$ cat src/rtl/pll_pi_filter.sv
// SOGI-PLL loop filter: omega = W_NOM + KP*vq + sum(KI_TS*vq), computed by a
// multi-cycle multiply/scale/accumulate FSM with output clamp and anti-windup.
module pll_pi_filter #(
    parameter int DATA_WIDTH = 32,
    parameter int FP_WIDTH   = 16,
    parameter int KP         = 6553600,
    parameter int KI_TS      = 32768,
    parameter int W_NOM      = 20588742,
    parameter int OMEGA_MAX  = 26765361,
    parameter int OMEGA_MIN  = 14412087
) (
    input  logic                         Clk,
    input  logic                         Reset,
    input  logic signed [DATA_WIDTH-1:0] in_data,
    input  logic                         in_data_valid,
    output logic                         in_data_ready,
    output logic signed [DATA_WIDTH-1:0] out_data,
    output logic                         out_data_valid,
    input  logic                         out_data_ready,
    output logic                         sat
);

    localparam int PW = 2 * DATA_WIDTH;
    localparam int EW = DATA_WIDTH + 2;

    localparam logic signed [PW-1:0]         KP_W      = KP;
    localparam logic signed [PW-1:0]         KI_W      = KI_TS;
    localparam logic signed [EW-1:0]         W_NOM_E   = W_NOM;
    localparam logic signed [EW-1:0]         MAX_E     = OMEGA_MAX;
    localparam logic signed [EW-1:0]         MIN_E     = OMEGA_MIN;
    localparam logic signed [DATA_WIDTH-1:0] W_NOM_D   = W_NOM;
    localparam logic signed [DATA_WIDTH-1:0] MAX_D     = OMEGA_MAX;
    localparam logic signed [DATA_WIDTH-1:0] MIN_D     = OMEGA_MIN;

    typedef enum logic [2:0] {
        IDLE  = 3'd0,
        MUL   = 3'd1,
        SCALE = 3'd2,
        SUM   = 3'd3,
        OUT   = 3'd4,
        HOLD  = 3'd5
    } state_t;

    state_t state, state_next;
    logic   armed;

    logic signed [DATA_WIDTH-1:0] x_q;
    logic signed [PW-1:0]         p_full, i_full;
    logic signed [EW-1:0]         p_e, inc_e;
    logic signed [EW-1:0]         integ, integ_next;
    logic signed [EW-1:0]         raw;

    logic take;
    logic over_max, under_min;
    logic inc_pos, inc_neg;

    // State register; armed keeps in_data_ready low for the first cycle out of reset.
    always_ff @(posedge Clk or posedge Reset) begin
        if (Reset) begin
            state <= IDLE;
            armed <= 1'b0;
        end else begin
            // NOTE: state and datapath registers use non-blocking assignments so every
            // flop samples pre-edge values regardless of statement order.
            state <= state_next;
            armed <= 1'b1;
        end
    end

    always_comb begin
        // NOTE: default first so no path through the case leaves state_next unassigned (no latch).
        state_next = state;
        unique case (state)
            IDLE:    if (take) state_next = MUL;
            MUL:     state_next = SCALE;
            SCALE:   state_next = SUM;
            SUM:     state_next = OUT;
            OUT:     state_next = HOLD;
            HOLD:    if (out_data_ready) state_next = IDLE;
            default: state_next = IDLE;
        endcase
    end

    always_comb begin
        in_data_ready  = (state == IDLE) && armed;
        out_data_valid = (state == HOLD);
        take           = in_data_valid && in_data_ready;
        over_max       = (raw > MAX_E);
        under_min      = (raw < MIN_E);
        inc_pos        = !inc_e[EW-1] && (|inc_e);
        inc_neg        = inc_e[EW-1];
    end

    // Datapath: one arithmetic step per state; the shifts are plain bit slices
    // of the signed products, i.e. arithmetic shift truncating toward -inf.
    always_ff @(posedge Clk or posedge Reset) begin
        if (Reset) begin
            x_q        <= '0;
            p_full     <= '0;
            i_full     <= '0;
            p_e        <= '0;
            inc_e      <= '0;
            integ      <= '0;
            integ_next <= '0;
            raw        <= '0;
            out_data   <= W_NOM_D;
            sat        <= 1'b0;
        end else begin
            unique case (state)
                IDLE: begin
                    if (take) x_q <= in_data;
                end
                MUL: begin
                    p_full <= PW'(x_q) * KP_W;
                    i_full <= PW'(x_q) * KI_W;
                end
                SCALE: begin
                    p_e   <= p_full[FP_WIDTH +: EW];
                    inc_e <= i_full[FP_WIDTH +: EW];
                end
                SUM: begin
                    integ_next <= integ + inc_e;
                    raw        <= W_NOM_E + p_e + integ + inc_e;
                end
                OUT: begin
                    if (over_max) begin
                        out_data <= MAX_D;
                        sat      <= 1'b1;
                    end else if (under_min) begin
                        out_data <= MIN_D;
                        sat      <= 1'b1;
                    end else begin
                        out_data <= raw[DATA_WIDTH-1:0];
                        sat      <= 1'b0;
                    end
                    // Anti-windup: freeze the integrator only when it would deepen the violation.
                    if (!((over_max && inc_pos) || (under_min && inc_neg)))
                        integ <= integ_next;
                end
                HOLD: ;
                default: ;
            endcase
        end
    end

endmodule

$ cat config.mk
export PLATFORM = sky130hd
export DESIGN_NAME = pll_pi_filter
export DESIGN_NICKNAME = d
export VERILOG_FILES = /design/src/rtl/pll_pi_filter.sv
export SDC_FILE = /design/constraint.sdc
export NUM_CORES = 1
export LEC_CHECK = 0
export ABC_AREA = 1
export CORE_MARGIN = 1.5
export CORE_UTILIZATION = 45
export CTS_CLUSTER_SIZE = 8
export DETAILED_ROUTE_END_ITERATION = 8
export HOLD_SLACK_MARGIN = 0.03
export PLACE_DENSITY = 0.71
export SKIP_LAST_GASP = 1
export SYNTH_ARGS = -nofsm -noshare
export SYNTH_HDL_FRONTEND = slang
export SYNTH_SLANG_ARGS = --single-unit
$ cat constraint.sdc
create_clock -name Clk -period 26.8 [get_ports Clk]
set_clock_uncertainty 0.1 [all_clocks]
set_input_delay 5.36 -clock Clk [delete_from_list [all_inputs] [get_ports Clk]]
set_output_delay 5.36 -clock Clk [all_outputs]
set_load 0.005 [all_outputs]
==> flow_metrics.tcl, run 1 <==
set metrics [dict create \
    regToRegStartpoint "inc_e[1]" \
    status "finished, final reports clean" \
    worst_ep_arrival_time_ns 2.12 \
    h-tree-depth 2 \
    tritoncts "done" \
    clock_latency_ns 0.59 \
    cts.repair_timing.setup_buffer_count 0 \
    synth_seq_area_share_pct 37.0 \
    final_nets 2842 \
    layout_min_cycle_time_ns 7.58 \
    grt_pass1_wl_mm 88.6 \
    path_class "register to output port" \
    whs_path_depth 2 \
    post-synth-top-area-fraction_pct 35.6 \
    grt_start_max_net_pins 99 \
    synthToLayoutAreaGrowth_pct 12.8 \
    post_synth_num_cell_types 42 \
    final_max_slew_viol_count 0 \
    post_synth_main_area_contributors "sky130_fd_sc_hd__dfrtp_1, sky130_fd_sc_hd__nand2_1, sky130_fd_sc_hd__ha_1" \
    yosys.area.top_type "sky130_fd_sc_hd__dfrtp_1" \
    synth_area_per_cell_um2 7.90 \
    gpl.final_weighted_congestion 0.943 \
    drt_pass1_iterations 5 \
    antenna_found_initial 0 \
    timing.rr.end "raw[24]" \
    top_signal_layer_used "met4" \
    io_pins 71 \
    synth_fp_nets 2776 \
    cts-root-to-sink-buffers 3 \
    path_clk_slew_ns 0.05 \
    cts_hold_buffers 0 \
    timing.max_slew.rel_slack_pct 38.6 \
    synth_cells 2501 \
    drt-met1-wl_mm 23.4 \
    effective_utilization_at_floorplan_pct 45.8 \
    drc_violation_total_after_the_first_tritonroute_iteration 1126 \
    synth_async_sr_flop_share_pct 100 \
    core_area_um2 43200 \
    synth_top_flop_cell "sky130_fd_sc_hd__dfrtp_1" \
    post_cts_resize_count 0 \
    worst-r2r-cell-count 15 \
    drt-wirelength-per-cell_um 17.4 \
    hold_start "integ_next[29]" \
    regToRegSetupSlack_ns 23.17 \
    postRouteWirelength_mm 55.1 \
    critPathRequiredTime_ns 21.34 \
    achievable-frequency_mhz 132 \
    dr_wl_met2_mm 27.0 \
    antennaDiodeCount 0 \
    timing.critical_path.fanout_max 5 \
    core_rows 76 \
    antenna_left 0 \
    drt-vias-per-instance 5.30 \
    dieHeight_um 213 \
    hold_end "integ_next[29]" \
    min-delay-path-class "register to register" \
    dieWidth_um 213 \
    synth-warning-count 0 \
    globalRouteTotalUtil_pct 25.1 \
    actual_transition_at_the_worst_max_transition_pin_ns 0.921 \
    setup-tns-final_ns 0 \
    first_global_vias 17000 \
    crit_path_end_kind "output port" \
    crit_path_start_kind "register" \
    overflow 0 \
    post_route_cells_drive_above_1_share_pct 5.19 \
    yosys_register_bits 292 \
    drc_violations 0 \
    final-hold-violation-count 0 \
    timing.final.setup_violations 0 \
    routed-via-count 16800 \
    layout_worst_path_cycle_share_pct 28.3 \
    placement.io_buffers 70 \
    floorplan.die_area_um2 45200 \
    synth_edf_count 0 \
    maxCapViolations 0 \
    synth.cell_area_um2 19800 \
    clockRootBuffer "sky130_fd_sc_hd__clkbuf_16" \
    clock_sink_count 292 \
    met3_wirelength_mm 2.81 \
    rsz0062_at_grt "false" \
    detailed_place_hpwl_mm 42.4 \
    cts_inserted_buffers 44 \
]
critical path: stages (launching register included):
cell,delay (ns)
sky130_fd_sc_hd__dfrtp_1,0.47
sky130_fd_sc_hd__nor2_1,0.18
sky130_fd_sc_hd__nand2_1,0.21
sky130_fd_sc_hd__nor2_1,0.16
sky130_fd_sc_hd__clkdlybuf4s50_1,0.51
synthesized netlist by cell type, types with 8 or more instances:
cell type / count
sky130_fd_sc_hd__nand3_1: 123
sky130_fd_sc_hd__nand4_1: 64
sky130_fd_sc_hd__xor2_1: 17
sky130_fd_sc_hd__o21a_1: 8
sky130_fd_sc_hd__xnor2_1: 22
sky130_fd_sc_hd__or2_2: 10
sky130_fd_sc_hd__fa_1: 60
sky130_fd_sc_hd__buf_2: 17
sky130_fd_sc_hd__a31oi_1: 13
sky130_fd_sc_hd__nor2_1: 214
sky130_fd_sc_hd__clkbuf_1: 35
sky130_fd_sc_hd__a21oi_1: 131
sky130_fd_sc_hd__inv_1: 351
sky130_fd_sc_hd__nand2_1: 626
sky130_fd_sc_hd__dfstp_2: 11
sky130_fd_sc_hd__o21bai_1: 17
sky130_fd_sc_hd__nor3_1: 21
sky130_fd_sc_hd__dfrtp_1: 281
sky130_fd_sc_hd__mux2_2: 32
sky130_fd_sc_hd__ha_1: 179
sky130_fd_sc_hd__o21ai_0: 210
sky130_fd_sc_hd__nand3b_1: 12
final cells by class:
class | instances | area (um2)
Fill cell | 4155 | 20900
Multi-Input combinational cell | 1796 | 10900
Sequential cell | 292 | 7320
Inverter | 354 | 1340
Clock buffer | 58 | 1180
Timing Repair Buffer | 79 | 768
Tap cell | 585 | 732
Clock inverter | 5 | 80.1
kinds of logic after synthesis:
logic type	Yosys count	share of synthesized area [%]
AO/OA/AOI/OAI	395	10.6
AND/OR/NAND/NOR	1090	23.3
flip-flops	292	37.0
adder cells (fa/ha/maj)	239	17.4
other	1	0.0190
multiplexers	32	1.82
XOR/XNOR	39	1.73
buffers and inverters	413	8.10
state kept, by name (all words and copies together), names as in the netlist:
register	flops
sat	1
i_full	32
raw	33
inc_e	31
out_data	32
x_q	32
state	3
p_full	29
p_e	30
armed	1
integ_next	34
integ	34
per-layer routing:
layer  up-vias  global-route usage [%]
met1      7973                    31.2
met2       455                    44.1
met4         0                    9.17
met5         -                       0
li1       8264                       -
met3        98                    3.66
metrics by stage:
step	instances	util (%)	hold slack, ns	setup WS, ns	cell area, um2
2_1_floorplan	2501	-	0.343	13.30	19800
3_3_place_gp	3106	48.7	0.362	19.41	21000
3_5_place_dp	3106	48.7	0.366	19.38	21000
4_1_cts	3169	51.6	0.380	19.17	22300
5_1_grt	3169	51.6	0.403	19.09	22300
6_report	3169	51.6	0.378	19.22	22300
how the worst max path moves through the flow:
| stage | depth (start not counted) | endpoint | slack, ns | start |
|---|---|---|---|---|
| detailed placement | 3 | x_q[19] | 19.38 | Reset |
| CTS | 4 | in_data_ready | 19.17 | state[1] |
| floorplan | 1 | armed | 13.30 | Reset |
| global placement | 3 | x_q[19] | 19.41 | Reset |
| finish | 4 | in_data_ready | 19.22 | state[1] |
| global route | 4 | in_data_ready | 19.09 | state[1] |
cells in the final DEF, fill, tap and decap left out, drive strengths merged, types with 3 or more instances in the layout:
master | Yosys | layout
nor3 | 23 | 23
nand3b | 12 | 12
nand3 | 127 | 127
dfrtp | 281 | 281
o21bai | 17 | 17
fa | 60 | 60
nand2 | 628 | 628
buf | 24 | 9
inv | 354 | 355
dfstp | 11 | 11
o21ai | 216 | 216
xnor2 | 22 | 22
a21boi | 4 | 4
mux2 | 32 | 32
nand4 | 65 | 65
xor2 | 17 | 17
ha | 179 | 179
nor2 | 214 | 214
nor4 | 4 | 4
clkbuf | 35 | 58
or2 | 10 | 10
o21a | 8 | 8
o211ai | 3 | 3
clkinv | 0 | 4
clkdlybuf4s50 | 0 | 70
a21oi | 131 | 131
a31oi | 13 | 13
Power of run 1 is not shown: default switching activity piles up to over one toggle a cycle in this logic, so the estimate is an artifact.
==> inputs of run 2 (changes only) <==
==> constraint.sdc (replaced) <==
create_clock -name Clk -period 7.2 [get_ports Clk]
set_clock_uncertainty 0.1 [all_clocks]
set_input_delay 1.44 -clock Clk [delete_from_list [all_inputs] [get_ports Clk]]
set_output_delay 1.44 -clock Clk [all_outputs]
set_load 0.005 [all_outputs]
==> flow_metrics.tcl, run 2 (same netlist as run 1, synthesis figures left out) <==
set metrics [dict create \
    status "finished, final reports clean" \
    final_max_slew_viol_count 0 \
    overflow 0 \
    timing.max_slew.rel_slack_pct 29.0 \
    antennaDiodeCount 0 \
    achievable-frequency_mhz 269 \
    mostFrequentLayoutCells "sky130_fd_sc_hd__nand2_1, sky130_fd_sc_hd__inv_1, sky130_fd_sc_hd__dfrtp_1, sky130_fd_sc_hd__nor2_1, sky130_fd_sc_hd__o21ai_0" \
    dieWidth_um 213 \
    actual_transition_at_the_worst_max_transition_pin_ns 1.07 \
    core_rows 76 \
    post_route_cells_drive_above_1_share_pct 5.15 \
    cts-root-to-sink-buffers 3 \
    grt.met3_usage_pct 2.73 \
    critPathRequiredTime_ns 7.54 \
    floorplan.die_area_um2 45200 \
    path_clk_slew_ns 0.05 \
    effective_utilization_at_floorplan_pct 45.8 \
    drt_pass1_iterations 5 \
    worst_ep_arrival_time_ns 4.05 \
    timing.final.setup_violations 0 \
    cts_hold_buffers 0 \
    timing.critical_path.fanout_max 5 \
    io_pins 71 \
    detailed_place_hpwl_mm 44.1 \
    post_cts_resize_count 0 \
    crit_path_end_kind "register" \
    synthToLayoutAreaGrowth_pct 12.7 \
    hold_start "out_data[15]" \
    final-hold-violation-count 0 \
    h-tree-depth 2 \
    drt-wirelength-per-cell_um 17.8 \
    grtUsageMet1_pct 32.8 \
    crit_path_start_kind "register" \
    grt.met2_usage_pct 44.5 \
    antenna_found_initial 0 \
    path_class "register to register" \
    postRouteWirelength_mm 56.5 \
    final_nets 2842 \
    dieHeight_um 213 \
    clock_sink_count 292 \
    grt.busiest_layer "met2" \
    clockRootBuffer "sky130_fd_sc_hd__clkbuf_16" \
    routed-via-count 16700 \
    drc_violation_total_after_the_first_tritonroute_iteration 1197 \
    tritoncts "done" \
    cts.repair_timing.setup_buffer_count 0 \
    clock_latency_ns 0.57 \
    globalRouteTotalUtil_pct 26.0 \
    core_area_um2 43200 \
    grt_pass1_wl_mm 90.9 \
    drt-vias-per-instance 5.27 \
    layout_worst_path_cycle_share_pct 51.6 \
    gpl.final_weighted_congestion 0.974 \
    grt_start_max_net_pins 122 \
    maxCapViolations 0 \
    first_global_vias 17000 \
    commonest_non_fill_non_tap_cell_in_the_layout "sky130_fd_sc_hd__nand2_1" \
    setup-tns-final_ns 0 \
    regToRegStartpoint "x_q[1]" \
    worst_hold_slack_ns 0.378 \
    layout_min_cycle_time_ns 3.71 \
    cts_inserted_buffers 43 \
    rsz0062_at_grt "false" \
    placement.io_buffers 70 \
    drc_violations 0 \
    top_regs "integ: 34 flops, integ_next: 34 flops, raw: 33 flops" \
    antenna_left 0 \
    min-delay-path-class "register to register" \
    worst_setup_path_startpoint "x_q[1]" \
]
## run 2: cell count changes in the layout (fill, tap and decap cells not counted)
cell	delta
sky130_fd_sc_hd__clkinv_2	+1
sky130_fd_sc_hd__inv_6	+1
sky130_fd_sc_hd__clkbuf_16	-1
sky130_fd_sc_hd__clkinv_4	-1
sky130_fd_sc_hd__inv_16	-1
sky130_fd_sc_hd__clkbuf_1	+1
sky130_fd_sc_hd__clkbuf_8	-1
sky130_fd_sc_hd__inv_8	-1
sky130_fd_sc_hd__buf_12	+2
sky130_fd_sc_hd__clkinvlp_4	+1
sky130_fd_sc_hd__buf_4	-1
## run 2: routing by layer
layer / routed length (um) / vias up
met1: 24400 / 7925
met4: 2790 / 0
met5: 0 / -
li1: - / 8249
met3: 2080 / 125
met2: 27200 / 398
## run 2: path summary, 6_finish.rpt
kind | end | depth (start not counted) | slack [ns]
max | p_full[49] | 16 | 3.49
min | out_data[15] | 2 | 0.38
max reg2reg | p_full[49] | 16 | 3.49
min reg2reg | out_data[15] | 2 | 0.38
max in group asynchronous | integ[23] | 3 | 4.57
min in group asynchronous | raw[14] | 2 | 1.21
## run 2: stage by stage
| stage | setup WS [ns] | instances | instance area, um2 | util (%) |
|---|---|---|---|---|
| 2_1_floorplan | 1.79 | 2501 | 19800 | - |
| 5_1_grt | 3.34 | 3169 | 22300 | 51.6 |
| 4_1_cts | 3.51 | 3169 | 22300 | 51.6 |
| 3_3_place_gp | 3.57 | 3107 | 21100 | 48.8 |
| 6_report | 3.49 | 3169 | 22300 | 51.6 |
| 3_5_place_dp | 3.54 | 3107 | 21100 | 48.8 |
## run 2: critical path, stage by stage (launching register included)
cell                      delay [ns]
sky130_fd_sc_hd__dfrtp_1        0.42
sky130_fd_sc_hd__ha_1           0.33
sky130_fd_sc_hd__fa_1           0.47
sky130_fd_sc_hd__ha_1           0.31
sky130_fd_sc_hd__ha_1           0.31
sky130_fd_sc_hd__fa_1           0.38
sky130_fd_sc_hd__nand2_1        0.13
sky130_fd_sc_hd__o21ai_2        0.27
sky130_fd_sc_hd__nand2_1        0.08
sky130_fd_sc_hd__nand2_1        0.18
sky130_fd_sc_hd__nand2_1        0.07
sky130_fd_sc_hd__nand2_1        0.13
sky130_fd_sc_hd__nand3_1        0.13
sky130_fd_sc_hd__nand2_1        0.09
sky130_fd_sc_hd__nand2_1        0.05
sky130_fd_sc_hd__nand3_1        0.07
sky130_fd_sc_hd__nand2_1        0.06
## run 2: final cells by class
cell class                 instances  area, um2
inverter                         354       1330
tap                              585        732
timing repair buffer              80        801
multi-input combinational       1796      10900
clock buffer                      57       1150
clock inverter                     5       65.1
fill                            4225      20900
sequential                       292       7320
Power of run 2 is left out for the same reason.
==> inputs of run 3 (changes only) <==
==> constraint.sdc (replaced) <==
create_clock -name Clk -period 3.6 [get_ports Clk]
set_clock_uncertainty 0.1 [all_clocks]
set_input_delay 0.72 -clock Clk [delete_from_list [all_inputs] [get_ports Clk]]
set_output_delay 0.72 -clock Clk [all_outputs]
set_load 0.005 [all_outputs]
==> flow_metrics.tcl, run 3 (same netlist as run 1, synthesis figures left out) <==
set metrics [dict create \
    status "finished, final reports clean" \
    core_area_um2 43200 \
    final_max_slew_viol_count 0 \
    cts-root-to-sink-buffers 3 \
    timing.critical_path.fanout_max 6 \
    cts.repair_timing.setup_buffer_count 0 \
    final-hold-violation-count 0 \
    h-tree-depth 2 \
    critPathRequiredTime_ns 3.94 \
    drt_pass1_iterations 8 \
    dieWidth_um 213 \
    achievable-frequency_mhz 289 \
    actual_transition_at_the_worst_max_transition_pin_ns 0.845 \
    globalRouteTotalUtil_pct 26.0 \
    floorplan.die_area_um2 45200 \
    worst_hold_slack_ns 0.375 \
    maxCapViolations 0 \
    antenna_found_initial 0 \
    first_global_vias 16900 \
    crit_path_start_kind "register" \
    commonest_non_fill_non_tap_cell_in_the_layout "sky130_fd_sc_hd__nand2_1" \
    final_nets 2864 \
    timing.critical_path.slowest_cell_delay_ns 0.47 \
    min-delay-path-class "register to register" \
    max_stage_delay_cell_worst_path "sky130_fd_sc_hd__fa_1" \
    top_regs "integ: 34 flops, integ_next: 34 flops, raw: 33 flops" \
    drt-wirelength-per-cell_um 17.9 \
    grt_pass1_wl_mm 90.8 \
    routed-via-count 16900 \
    cts_inserted_buffers 43 \
    tritoncts "done" \
    postRouteWirelength_mm 57.0 \
    grt_start_max_net_pins 84 \
    mostFrequentLayoutCells "sky130_fd_sc_hd__nand2_1, sky130_fd_sc_hd__inv_1, sky130_fd_sc_hd__dfrtp_1, sky130_fd_sc_hd__nor2_1, sky130_fd_sc_hd__o21ai_0" \
    ordered_list_of_cells_on_the_worst_path "ha_1 -> fa_1 -> ha_1 -> ha_1 -> a21oi_1 -> o21ai_1 -> a21oi_2 -> nand3_2 -> or2_2 -> nand3_1 -> o21ai_0" \
    layout_min_cycle_time_ns 3.46 \
    detailed_place_hpwl_mm 44.4 \
    critPathTopFamily "adder cells" \
    post-place-ws_ns -0.0278 \
    path_class "register to register" \
    post_route_cells_drive_above_1_share_pct 6.44 \
    crit_path_end_kind "register" \
    timing.final.setup_violations 0 \
    placement.io_buffers 70 \
    critPathMostFrequentCell "sky130_fd_sc_hd__ha_1" \
    drc_violation_total_after_the_first_tritonroute_iteration 1120 \
    dieHeight_um 213 \
    layout_worst_path_cycle_share_pct 96.0 \
    antenna_left 0 \
    finalWorstSetupSlack_ns 0.144 \
    worst_ep_arrival_time_ns 3.79 \
    clockRootBuffer "sky130_fd_sc_hd__clkbuf_16" \
    timing.max_slew.rel_slack_pct 43.6 \
    clock_sink_count 292 \
    drt-vias-per-instance 5.29 \
    gpl.final_weighted_congestion 0.969 \
    effective_utilization_at_floorplan_pct 45.8 \
    core_rows 76 \
    clock_latency_ns 0.58 \
    drc_violations 0 \
    overflow 0 \
    finish.utilization_pct 52.2 \
    path_clk_slew_ns 0.05 \
    cp_num_buf_inv 0 \
    antennaDiodeCount 0 \
    io_pins 71 \
    rsz0062_at_grt "true" \
    setup-tns-final_ns 0 \
    synthToLayoutAreaGrowth_pct 14.1 \
]
[run 3: repair_timing]
| action | 4_1_cts | 5_1_grt |
|---|---|---|
| setup endpoints to repair | 1 | 11 |
| hold buffers | 0 | 0 |
| hold endpoints to repair | 0 | 0 |
| gates resized for setup | 2 | 18 |
[run 3: layer usage]
metal  vias up  share of wire, %  track usage [%]
li1       8315                 -                -
met1      8011                43             32.4
met2       450                48             44.9
met3       129               4.5             3.23
met4         0               4.7             12.3
met5         -                 0                0
[run 3: tightest hold or removal path: stages (launching register included)]
cell and delay [ns]:
sky130_fd_sc_hd__dfrtp_1 0.34, sky130_fd_sc_hd__nand2_1 0.06, sky130_fd_sc_hd__nand2_1 0.05
[run 3: worst paths after layout]
path | endpoint | depth (start not counted) | from | slack (ns)
hold / removal | p_full[21] | 2 | p_full[21] | 0.38
setup reg to reg | p_full[42] | 11 | x_q[17] | 0.14
min in group asynchronous | raw[12] | 2 | Reset | 0.47
setup / recovery | p_full[42] | 11 | x_q[17] | 0.14
max in group asynchronous | x_q[27] | 4 | Reset | 2.05
hold reg to reg | p_full[21] | 2 | p_full[21] | 0.38
[run 3: cell type report]
class / instances / area (um2)
clock buffers: 60 / 1170
well taps: 585 / 732
clock inverters: 4 / 60.1
flip-flops and latches: 292 / 7320
inverters: 354 / 1330
multi-input cells: 1796 / 10900
fillers: 4256 / 20600
repair buffers: 102 / 1000
[run 3: per-stage QoR]
step | instances | instance area [um2]
after floorplan | 2501 | 19800
after global placement | 3129 | 21300
after detailed placement | 3129 | 21300
after CTS | 3193 | 22500
after global routing | 3193 | 22600
final | 3193 | 22600
Power of run 3 is left out for the same reason.
